--- src/rtl/bsg_store_and_forward_pkt.sv ---
// rtl/bsg_store_and_forward_pkt.sv - packet store-and-forward buffer with commit/rollback and drop checks
// Optional saturating packet counters: define BSG_STORE_AND_FORWARD_PKT_COUNTERS_EN.
module bsg_store_and_forward_pkt #(
   parameter int width_p                 = 8,
   parameter int els_p                   = 8,
   parameter int write_no_backpressure_p = 0,
   parameter int drop_bad_p              = 0,
   parameter int max_len_p               = 0,
   parameter int count_width_p           = 16
) (
   input  logic                     clk_i,
   input  logic                     reset_n_i,
   input  logic [width_p-1:0]       data_i,
   input  logic                     v_i,
   input  logic                     last_i,
   input  logic                     error_i,
   output logic                     ready_o,
   output logic [width_p-1:0]       data_o,
   output logic                     v_o,
   output logic                     last_o,
   input  logic                     yumi_i,
   output logic                     good_packet_o,
   output logic                     incomplete_packet_o,
   output logic                     bad_packet_o,
   output logic [count_width_p-1:0] good_count_o,
   output logic [count_width_p-1:0] incomplete_count_o,
   output logic [count_width_p-1:0] bad_count_o
);
   localparam int addr_w = $clog2(els_p);
   localparam int ptr_w  = addr_w + 1;
   localparam int len_w  = (max_len_p > 0) ? $clog2(max_len_p + 1) : 1;

   typedef enum logic [1:0] {IDLE, RECV, DROP} state_e;

   state_e             state_r;
   logic [ptr_w-1:0]   wr_ptr_r, cmt_ptr_r, rd_ptr_r;
   logic               err_r;
   logic [len_w-1:0]   len_r;
   logic [width_p:0]   mem_r [els_p];

   logic full, overflow, enq, len_hit, drop_beat, err_any;

   // Top pointer bit distinguishes a full buffer from an empty one.
   assign full      = (wr_ptr_r - rd_ptr_r) == ptr_w'(els_p);
   assign overflow  = full && (cmt_ptr_r == rd_ptr_r);
   assign ready_o   = (write_no_backpressure_p != 0) || (state_r == DROP) || overflow || !full;
   assign enq       = v_i && ready_o;
   assign len_hit   = (max_len_p != 0) && (len_r == len_w'(max_len_p));
   assign drop_beat = (full && (write_no_backpressure_p != 0)) || overflow || len_hit;
   assign err_any   = err_r || error_i;

   assign v_o              = (rd_ptr_r != cmt_ptr_r);
   assign {last_o, data_o} = mem_r[rd_ptr_r[addr_w-1:0]];

   always_ff @(posedge clk_i)
      if (enq && (state_r != DROP) && !drop_beat)
         mem_r[wr_ptr_r[addr_w-1:0]] <= {last_i, data_i};

   always_ff @(posedge clk_i or negedge reset_n_i) begin
      if (!reset_n_i) begin
         state_r             <= IDLE;
         wr_ptr_r            <= '0;
         cmt_ptr_r           <= '0;
         rd_ptr_r            <= '0;
         err_r               <= 1'b0;
         len_r               <= '0;
         good_packet_o       <= 1'b0;
         incomplete_packet_o <= 1'b0;
         bad_packet_o        <= 1'b0;
      end else begin
         good_packet_o       <= 1'b0;
         incomplete_packet_o <= 1'b0;
         bad_packet_o        <= 1'b0;
         if (yumi_i)
            rd_ptr_r <= rd_ptr_r + 1'b1;
         if (enq) begin
            if (last_i) begin
               err_r   <= 1'b0;
               len_r   <= '0;
               state_r <= IDLE;
               if ((state_r == DROP) || drop_beat) begin
                  wr_ptr_r            <= cmt_ptr_r;
                  incomplete_packet_o <= 1'b1;
               end else if ((drop_bad_p != 0) && err_any) begin
                  wr_ptr_r     <= cmt_ptr_r;
                  bad_packet_o <= 1'b1;
               end else begin
                  // Commit: the packet becomes visible with its last beat.
                  wr_ptr_r      <= wr_ptr_r + 1'b1;
                  cmt_ptr_r     <= wr_ptr_r + 1'b1;
                  good_packet_o <= !err_any;
                  bad_packet_o  <= err_any;
               end
            end else begin
               err_r <= err_any;
               if (!len_hit)
                  len_r <= len_r + 1'b1;
               if (state_r != DROP) begin
                  if (drop_beat) begin
                     wr_ptr_r <= cmt_ptr_r;
                     state_r  <= DROP;
                  end else begin
                     wr_ptr_r <= wr_ptr_r + 1'b1;
                     state_r  <= RECV;
                  end
               end
            end
         end
      end
   end

`ifdef BSG_STORE_AND_FORWARD_PKT_COUNTERS_EN
   logic [count_width_p-1:0] good_cnt_r, inc_cnt_r, bad_cnt_r;

   always_ff @(posedge clk_i or negedge reset_n_i) begin
      if (!reset_n_i) begin
         good_cnt_r <= '0;
         inc_cnt_r  <= '0;
         bad_cnt_r  <= '0;
      end else begin
         if (good_packet_o && !(&good_cnt_r))
            good_cnt_r <= good_cnt_r + 1'b1;
         if (incomplete_packet_o && !(&inc_cnt_r))
            inc_cnt_r <= inc_cnt_r + 1'b1;
         if (bad_packet_o && !(&bad_cnt_r))
            bad_cnt_r <= bad_cnt_r + 1'b1;
      end
   end

   assign good_count_o       = good_cnt_r;
   assign incomplete_count_o = inc_cnt_r;
   assign bad_count_o        = bad_cnt_r;
`else
   assign good_count_o       = '0;
   assign incomplete_count_o = '0;
   assign bad_count_o        = '0;
`endif

endmodule

--- config.mk ---
export PLATFORM = sky130hd
export DESIGN_NAME = bsg_store_and_forward_pkt
export DESIGN_NICKNAME = d
export VERILOG_FILES = /design/src/rtl/bsg_store_and_forward_pkt.sv
export SDC_FILE = /design/constraint.sdc
export NUM_CORES = 1
export LEC_CHECK = 0
export ABC_AREA = 1
export CORE_MARGIN = 2
export CORE_UTILIZATION = 55
export DETAILED_ROUTE_END_ITERATION = 10
export PLACE_DENSITY = 0.89
export REMOVE_ABC_BUFFERS = 1
export SLEW_MARGIN = 20
export SYNTH_ARGS = -nofsm -noshare
export SYNTH_HDL_FRONTEND = slang
export SYNTH_SLANG_ARGS = --single-unit
--- constraint.sdc ---
create_clock -name clk_i -period 9.8 [get_ports clk_i]
set_clock_uncertainty 0.05 [all_clocks]
set_input_delay 2.94 -clock clk_i [delete_from_list [all_inputs] [get_ports clk_i]]
set_output_delay 2.94 -clock clk_i [all_outputs]
set_load 0.01 [all_outputs]
==> metrics.md, run 1 <==
| Metric | Value |
|---|---|
| Outcome | `complete, no violations` |
| Cell Chain, Critical Path | `inv_1 > ha_1 > nand2_1 > nand2_1 > nand2_1 > nand3_1 > nor2_4 > nand3_2 > clkdlybuf4s50_1` |
| Final worst path period share | `64.6%` |
| Starting Density | `56.3%` |
| Hold Path Class | `reg -> reg` |
| Switch Pwr | `0.592 mW` |
| CTS clk-pin slew, worst paths | `0.09 ns` |
| Nets | `462` |
| Final Total Pwr | `1.44 mW` |
| Netlist cell types | `26` |
| Iteration count of the initial detailed-routing pass | `5` |
| Hold Buf Count CTS | `0` |
| Fraction of layout cells with a size suffix above 1 | `8.26%` |
| CTS Buffer Depth | `2` |
| Fin Hold WS | `0.437 ns` |
| Detailed-route via count | `2938` |
| Final Hold Fails | `0` |
| Top cells by count, synth | `nor2_1 (73), edfxtp_1 (72), nand2_1 (54), buf_4 (48), o21ai_0 (39)` |
| Diode count | `0` |
| Power Internal | `0.847 mW` |
| Worst-Margin Slew | `1.11 ns` |
| Detailed Place HPWL | `5690 µm` |
| Final setup violation count | `0` |
| Seq/Total Area, Yosys | `60.3%` |
| Max Cap Viol | `0` |
| Area growth syn-to-layout | `8.44%` |
| Async SR Flop Fraction | `20.0%` |
| Largest net degree at the start of global routing | `38` |
| Sequential share of power | `38.8%` |
| Fmax | `0.158 GHz` |
| Final wirelength | `8950 µm` |
| First-pass GRT wire length | `14000 µm` |
| Syn. warnings | `0` |
| Slew Limit Fails | `0` |
| CTS resizes | `0` |
| Core area | `0.00769 mm²` |
| Setup TNS | `0 ns` |
| CTS Sinks | `90` |
| # Post-CTS Setup Buffers | `0` |
| Fillers | `617` |
| GRT Total Usage | `21.7%` |
| Setup WS post-layout | `3.46 ns` |
| Total grt overflow | `0` |
| Yosys reg bits | `90` |
| Final worst path period need | `6.34 ns` |
| Final GP Congestion | `0.872` |
| CP Class | `reg -> out` |
| Netlist Area Pre-Place | `0.00433 mm²` |
| CTS H-tree depth | `3` |
| Pre-CTS WS | `3.89 ns` |
| Most frequent CP cell | `nand2_1` |
| Std-Cell Rows | `32` |
| Drc violations | `0` |
| Peak VDD IR | `0.159 mV` |
| Most used DFF post-synth | `edfxtp_1` |
| Vias/cell | `5.34` |
| Area contributors post-synth | `edfxtp_1 (50%), dfrtp_1 (10%), buf_4 (8.3%)` |
| Number of synthesized flops with an enable pin | `72` |
| Crit Path Max Fanout | `22` |
| Wirelength per Cell | `16.3 µm` |
| Die H | `92.7 µm` |
| CP Capture Type | `primary output` |
| Multi-input gate area | `0.00139 mm²` |
| Cells after synthesis | `419` |
| Die Area | `0.00860 mm²` |
| # port buffers | `27` |
| Comb pwr share | `43.4%` |
| RSZ-0062 raised after global routing | `false` |
| Count leader, synth | `nor2_1` |
| Initial antenna violation count | `0` |
| Switch share | `41.1%` |
| WP data arrival | `3.35 ns` |
| Rel. slew slack | `25.8%` |
| Slowest CP cell | `dfrtp_1` |
| PwrDens | `306 mW/mm²` |
| Antenna Violating Nets Remaining | `0` |
| Area leader, netlist | `edfxtp_1` |
| Leakage | `1.83 nW` |
| CP Launch Type | `register` |
| CTS Buf Count | `9` |
| CP required | `6.81 ns` |
| Clock power frac | `17.7%` |
| DIE WIDTH | `92.7 µm` |
| CTS tree | `yes` |
| Syn_area_per_cell | `10.3 µm²` |
| Clk root buf | `clkbuf_8` |
| IO Count | `76` |
| Initial DRC count | `312` |
| Area occupied by registers | `0.00261 mm²` |
| CP max stage delay | `0.79 ns` |
| Number of global-route vias before repair | `2793` |
| Clk_lat worst skew | `0.36 ns` |
| Synth top area share | `49.9%` |
==> power groups by stage <==
| stage | Clock [mW] | Sequential (mW) | Combinational (mW) |
|---|---|---|---|
| CTS | 0.259 | 0.557 | 0.620 |
| floorplan | 0 | 0.558 | 0.395 |
| finish | 0.255 | 0.559 | 0.625 |
| detailed placement | 0 | 0.566 | 0.616 |
| global route | 0.277 | 0.566 | 0.696 |
| global placement | 0 | 0.560 | 0.581 |
==> area by class of cell <==
type | instances | area share, %
clock inverters | 7 | 1.60
inverters | 24 | 1.92
flip-flops and latches | 90 | 55.6
repair buffers | 28 | 5.92
well taps | 102 | 2.72
multi-input cells | 290 | 29.6
clock buffers | 9 | 2.64
==> path summary, 6_finish.rpt <==
kind | start | to | slack [ns] | cells after the start
min in group asynchronous | reset_n_i | state_r[0] | 2.99 | 1
hold / removal | state_r[1] | state_r[1] | 0.44 | 2
setup reg to reg | rd_ptr_r[1] | mem_r[7][7] | 5.73 | 13
max in group asynchronous | reset_n_i | bad_packet_o | 6.21 | 1
setup / recovery | rd_ptr_r[1] | ready_o | 3.46 | 9
hold reg to reg | state_r[1] | state_r[1] | 0.44 | 2
==> critical path, delay by kind of cell, from the launching register on <==
family | cells | cell delay (ns)
buffers and inverters | 2 | 1.04
AND/OR/NAND/NOR | 6 | 0.68
adder cells (fa/ha/maj) | 1 | 0.45
flip-flops | 1 | 0.79
==> through the flow <==
| step | std cells | instance area, µm² | util (%) |
|---|---|---|---|
| floorplan | 404 | 4090 | - |
| global placement | 534 | 4500 | 58.5 |
| detailed placement | 534 | 4500 | 58.5 |
| CTS | 550 | 4700 | 61.1 |
| global route | 550 | 4700 | 61.1 |
| finish | 550 | 4700 | 61.1 |
==> per-layer routing <==
metal / share of wire, % / routed length (µm) / global-route usage, % / vias to the layer above
met1: 41 / 3660 / 27.8 / 1394
met5: 0 / 0 / 0 / -
met2: 50 / 4440 / 36.7 / 144
met3: 7.4 / 660 / 4.96 / 23
li1: - / - / - / 1377
met4: 2.0 / 179 / 7.60 / 0
==> layout by cell type, fill, tap and decap left out, types with 2 or more instances in the layout <==
cell,n
o21ai_1,3
clkdlybuf4s50_1,27
o22ai_1,9
nand3_2,2
inv_2,7
dfrtp_1,18
conb_1,48
ha_1,5
nor3_1,2
nand2_4,2
nand2_1,54
inv_1,17
edfxtp_1,72
nor2_4,4
nand3_1,24
nor2_1,73
xor2_1,5
inv_6,2
clkbuf_8,9
clkinvlp_4,2
nand2_2,2
nor3_2,4
a31oi_1,9
o21ai_0,39
nand4_1,3
==> sequential cells by signal (all words and copies together) (netlist names) <==
name                 count
mem_r                   72
cmt_ptr_r                4
rd_ptr_r                 4
wr_ptr_r                 4
state_r                  2
bad_packet_o             1
err_r                    1
good_packet_o            1
incomplete_packet_o      1
==> kinds of logic (layout without fill, tap and decap cells) <==
family | Yosys count | after routing | share of synthesized area [%]
DFF | 90 | 90 | 60.3
and+or+nand+nor | 172 | 172 | 18.0
adders and majority gates | 5 | 5 | 1.44
buffers and inverters | 86 | 68 | 11.7
xor gates and xnor gates | 5 | 5 | 1.01
other | 1 | 48 | 0.0866
AOI/OAI and AO/OA | 60 | 60 | 7.45
Note: power is estimated with default switching activity, not from simulation.
==> run 2, diff against run 1 <==
CORE_UTILIZATION = 53   (was 55)
PLACE_DENSITY = 0.86   (was 0.89)
clock period = 5.93 ns   (was 9.8 ns; I/O delays follow)
==> run 2 against run 1 <==
  * Non-clock buffer count is the same
  * Sequential cell count is the same
  * Critical path type unchanged
  * Cell area up 0.56%
  * Cell count unchanged
  * Hold slack improved by 0.020 ns
  * Routed wire length decreased by 3.8%
  * Largest power group unchanged
==> metrics.md, run 2 (synthesis gave the netlist of run 1 again) <==
| Metric | Value |
|---|---|
| Pre-CTS WS | `1.19 ns (was 3.89 ns)` |
| Max Cap Viol | `0 (unchanged)` |
| Commonest cells after routing, fill and taps aside | `nor2_1 (72), edfxtp_1 (72), nand2_1 (54) (was nor2_1 (73), edfxtp_1 (72), nand2_1 (54))` |
| Number of global-route vias before repair | `2669 (was 2793)` |
| Rel. slew slack | `27.6% (was 25.8%)` |
| Die Area | `0.00891 mm² (was 0.00860 mm²)` |
| R2R cell count | `13 (unchanged)` |
| Max FFs per register | `72 (unchanged)` |
| Detailed Place HPWL | `5540 µm (was 5690 µm)` |
| Worst setup path start | `rd_ptr_r[1] (unchanged)` |
| Vias/cell | `5.33 (was 5.34)` |
| Top Family by Delay on Critical Path | `buffers and inverters (unchanged)` |
| Leakage | `1.85 nW (was 1.83 nW)` |
| Hold Buf Count CTS | `0 (unchanged)` |
| Worst path buffer plus inverter count | `2 (unchanged)` |
| Final GP Congestion | `0.839 (was 0.872)` |
| CP required | `4.10 ns (was 6.81 ns)` |
| Beginning of the worst register-to-register path | `rd_ptr_r[1] (unchanged)` |
| Peak VDD IR | `0.256 mV (was 0.159 mV)` |
| Met1 usage | `26.8% (was 27.8%)` |
| Setup WS post-layout | `0.634 ns (was 3.46 ns)` |
| CTS tree | `yes (unchanged)` |
| Diode count | `0 (unchanged)` |
| M2 GR Usage | `35.8% (was 36.7%)` |
| CTS Buf Count | `9 (unchanged)` |
| Fin Hold WS | `0.457 ns (was 0.437 ns)` |
| Total grt overflow | `0 (unchanged)` |
| CTS Buffer Depth | `2 (unchanged)` |
| Fraction of layout cells with a size suffix above 1 | `8.48% (was 8.26%)` |
| Die H | `94.4 µm (was 92.7 µm)` |
| Initial antenna violation count | `0 (unchanged)` |
| Antenna Violating Nets Remaining | `0 (unchanged)` |
| Detailed-route via count | `2931 (was 2938)` |
| Area occupied by registers | `0.00261 mm² (unchanged)` |
| Slowest CP cell | `dfrtp_1 (unchanged)` |
| CP Capture Type | `primary output (unchanged)` |
| CP Launch Type | `register (unchanged)` |
| GR Util met3 | `4.55% (was 4.96%)` |
| Nets | `462 (unchanged)` |
| Critical path depth in cells | `10 (was 9)` |
| WP data arrival | `3.47 ns (was 3.35 ns)` |
| Crit Path Max Fanout | `22 (unchanged)` |
| Worst-Margin Slew | `1.08 ns (was 1.11 ns)` |
| IO Count | `76 (unchanged)` |
| Final worst path period need | `5.30 ns` |
| Final worst path period share | `89.3%` |
| Final wirelength | `8610 µm (was 8950 µm)` |
| Core area | `0.00781 mm² (was 0.00769 mm²)` |
| Hold Path Class | `reg -> reg (unchanged)` |
| Crit path to | `ready_o (unchanged)` |
| Gr busiest metal | `met2 (unchanged)` |
| Reg2reg end | `mem_r[0][2] (was mem_r[7][7])` |
| Std-Cell Rows | `32 (unchanged)` |
| CP max stage delay | `0.87 ns (was 0.79 ns)` |
| CTS H-tree depth | `3 (unchanged)` |
| CP Class | `reg -> out (unchanged)` |
| Multi-input gate area | `0.00139 mm² (about the same)` |
| Final Hold Fails | `0 (unchanged)` |
| Fmax | `0.189 GHz` |
| GRT Total Usage | `20.8% (was 21.7%)` |
| Area growth syn-to-layout | `9.04% (was 8.44%)` |
| Starting Density | `55.5% (was 56.3%)` |
| First-pass GRT wire length | `13800 µm (was 14000 µm)` |
| Slack of the worst reg-to-reg path | `1.73 ns (was 5.73 ns)` |
| Most frequent CP cell | `nand2_1 (unchanged)` |
| # port buffers | `27 (unchanged)` |
| CTS clk-pin slew, worst paths | `0.09 ns (about the same)` |
| Largest net degree at the start of global routing | `38 (unchanged)` |
| PwrDens | `512 mW/mm² (was 306 mW/mm²)` |
| CTS Sinks | `90 (unchanged)` |
| Clk_lat worst skew | `0.36 ns (about the same)` |
| Wirelength per Cell | `15.7 µm (was 16.3 µm)` |
| Final setup violation count | `0 (unchanged)` |
| Outcome | `complete, no violations (unchanged)` |
| # Post-CTS Setup Buffers | `0 (unchanged)` |
| RSZ-0062 raised after global routing | `false (unchanged)` |
| Drc violations | `0 (unchanged)` |
| Iteration count of the initial detailed-routing pass | `5 (unchanged)` |
| CTS resizes | `0 (unchanged)` |
| Initial DRC count | `200 (was 312)` |
| DIE WIDTH | `94.4 µm (was 92.7 µm)` |
| Cell Chain, Critical Path | `inv_1 > ha_1 > nand2_1 > nand2_1 > nand2_1 > nand2_1 > nand2_1 > nor2_4 > nand3_2 > clkdlybuf4s50_1 (was inv_1 > ha_1 > nand2_1 > nand2_1 > nand2_1 > nand3_1 > nor2_4 > nand3_2 > clkdlybuf4s50_1)` |
| Fillers | `633 (was 617)` |
| Setup TNS | `0 ns (unchanged)` |
| Slew Limit Fails | `0 (unchanged)` |
| Clk root buf | `clkbuf_8 (unchanged)` |
run 2: cell count changes in the layout (fill, tap and decap cells not counted):
| cell | change |
|---|---|
| nor2_2 | +1 |
| inv_6 | -1 |
| bufinv_16 | +1 |
| inv_8 | +1 |
| nor2_1 | -1 |
| clkinv_4 | -1 |
run 2: worst min-delay path by stage:
stage	startpoint	slack [ns]	cells past startpoint	to
after CTS	state_r[0]	0.46	2	state_r[0]
after floorplan	state_r[1]	0.40	2	state_r[1]
after global routing	state_r[1]	0.48	2	state_r[1]
after global placement	state_r[1]	0.42	2	state_r[1]
final	state_r[1]	0.46	2	state_r[1]
after detailed placement	state_r[0]	0.44	2	state_r[0]
run 2: area by class of cell:
class                   count  area share (%)
clock buffers               9            2.62
repair buffers             28            5.88
multi-input cells         290            29.5
inverters                  24            1.91
clock inverters             7            2.09
flip-flops and latches     90            55.3
well taps                 102            2.70
run 2: through the flow:
stage          std cells  area, µm²  power [mW]  util, %
2_1_floorplan        404       4090        1.57        -
3_3_place_gp         534       4500        1.89     57.6
3_5_place_dp         534       4500        1.95     57.6
4_1_cts              550       4720        2.41     60.4
5_1_grt              550       4720        2.59     60.5
6_report             550       4720        2.42     60.5
run 2: per-layer routing:
layer / routed length [µm] / up-vias / share of wire, %
met1: 3550 / 1398 / 41
met3: 598 / 15 / 6.9
li1: - / 1377 / -
met2: 4350 / 141 / 50
met4: 113 / 0 / 1.3
met5: 0 / - / 0
run 2: tightest hold or removal path: stages (launching register included):
cell and delay, ns:
dfrtp_1 0.35, nand2_1 0.05, nand2_1 0.07
run 2: where the power goes:
group	total [mW]	internal, mW	switching [mW]
Clock	0.465	0.240	0.225
Sequential	0.934	0.822	0.112
Combinational	1.02	0.380	0.639
Total	2.42	1.44	0.976
==> RTL edit, RTL diff (settings of run 1) <==
The parameter `width_p` goes from 8 to 12.
--- a/src/rtl/bsg_store_and_forward_pkt.sv
+++ b/src/rtl/bsg_store_and_forward_pkt.sv
@@ -2,5 +2,5 @@
 // Optional saturating packet counters: define BSG_STORE_AND_FORWARD_PKT_COUNTERS_EN.
 module bsg_store_and_forward_pkt #(
-   parameter int width_p                 = 8,
+   parameter int width_p                 = 12,
    parameter int els_p                   = 8,
    parameter int write_no_backpressure_p = 0,
Ports: changed (resized data_i and data_o); port bits go from 76 to 84. The function was not compared with the original's and may differ.
==> RTL edit against run 1 <==
Synthesized area grew 29%; wire length up 28%; sequential share of layout area decreased by 0.79 points; final area is 39% higher; sequential cell count increased by 32; worst setup slack worse by 0.60 ns; power is 49% higher; synthesized cell count grew 21%; largest cell class unchanged.
==> RTL edit: results (changes against run 1) <==
[detailed_routing]
drt-total-wl_mm=11.5  ; +28%
wl_per_cell_um=16.4  ; +1.0%
wl_met1_mm=4.39  ; +20%
drt_iter0_drc=316  ; +1.3%
wl_met3_um=915  ; +39%

[pwr]
p_int_mw=1.35  ; +59%
ir_drop_mv=0.197  ; +24%
p_leak_nw=2.48  ; +35%

[global_route]
met3_usage_pct=5.49  ; +0.53 points
grt_pass1_wl_mm=18.2  ; +30%
grt_max_degree=58  ; +53%
met2_usage_pct=36.3  ; -0.36 points

[synthesis]
synth_cell_types=32  ; +23%
ys_ff_latch=122  ; +36%
synthTopCellsByCount=edfxtp_1, nor2_1, o21ai_0
synth_compound_area_share_pct=8.08  ; +0.63 points
synth_area_leaders=edfxtp_1, dfrtp_1, nor2_1, buf_4, o21ai_0
ys_seq_area_share_pct=63.7  ; +3.4 points
synth_edf_count=104  ; +44%
postSynthCellCount=509  ; +21%

[critical_path]
critPathMaxFanout=30  ; +36%
rrSetupSlack_ns=5.34  ; -0.39 ns
reg2regPathDepth=14  ; +1
r2r_end=mem_r[4][0]

[layout]
drive_above_1_share_pct=11.2  ; +2.9 points
nMultiInputCombCells=342  ; +18%

[clock_network]
ctsHtreeMaxLevel=4  ; +1
worstSkewPairLatency_ns=0.51  ; +0.15 ns
cts_buffers=17  ; +8

[min_path]
hp-start=state_r[0]

[placement]
dpl.hpwl_mm=7.04  ; +24%
gp_congestion=0.861  ; -1.3%
pre_cts_ws_ns=3.42  ; -0.479 ns

[floorplan]
dieArea_mm2=0.0110  ; +28%

[run_status]
status=finished, final reports clean

[timing]
slew_headroom_pct=33.9  ; +8.2 points

[RTL edit: cell types whose count changed after synthesis, sizes merged]
cell	delta
a31oi	+4
buf	+1
clkbuf	+5
clkinv	+1
edfxtp	+32
inv	-1
nor2	+28
o21ai	+16
o22ai	+4
[RTL edit: worst max-delay path by stage]
stage                         end        start  slack, ns
final                     ready_o  rd_ptr_r[1]       2.86
after global routing      ready_o  rd_ptr_r[1]       2.62
after CTS                 ready_o  rd_ptr_r[1]       2.84
after detailed placement  ready_o  rd_ptr_r[1]       3.42
after global placement    ready_o  rd_ptr_r[1]       3.54
after floorplan           ready_o  rd_ptr_r[0]       4.26
[RTL edit: worst max-delay path, stage by stage, from the launching register on]
cell	delay, ns
dfrtp_1	0.99
inv_1	0.72
ha_1	0.52
nand2_1	0.12
nand2_1	0.06
nand2_1	0.05
nand3_1	0.11
nor2_4	0.23
nand3_4	0.13
clkdlybuf4s50_1	0.50
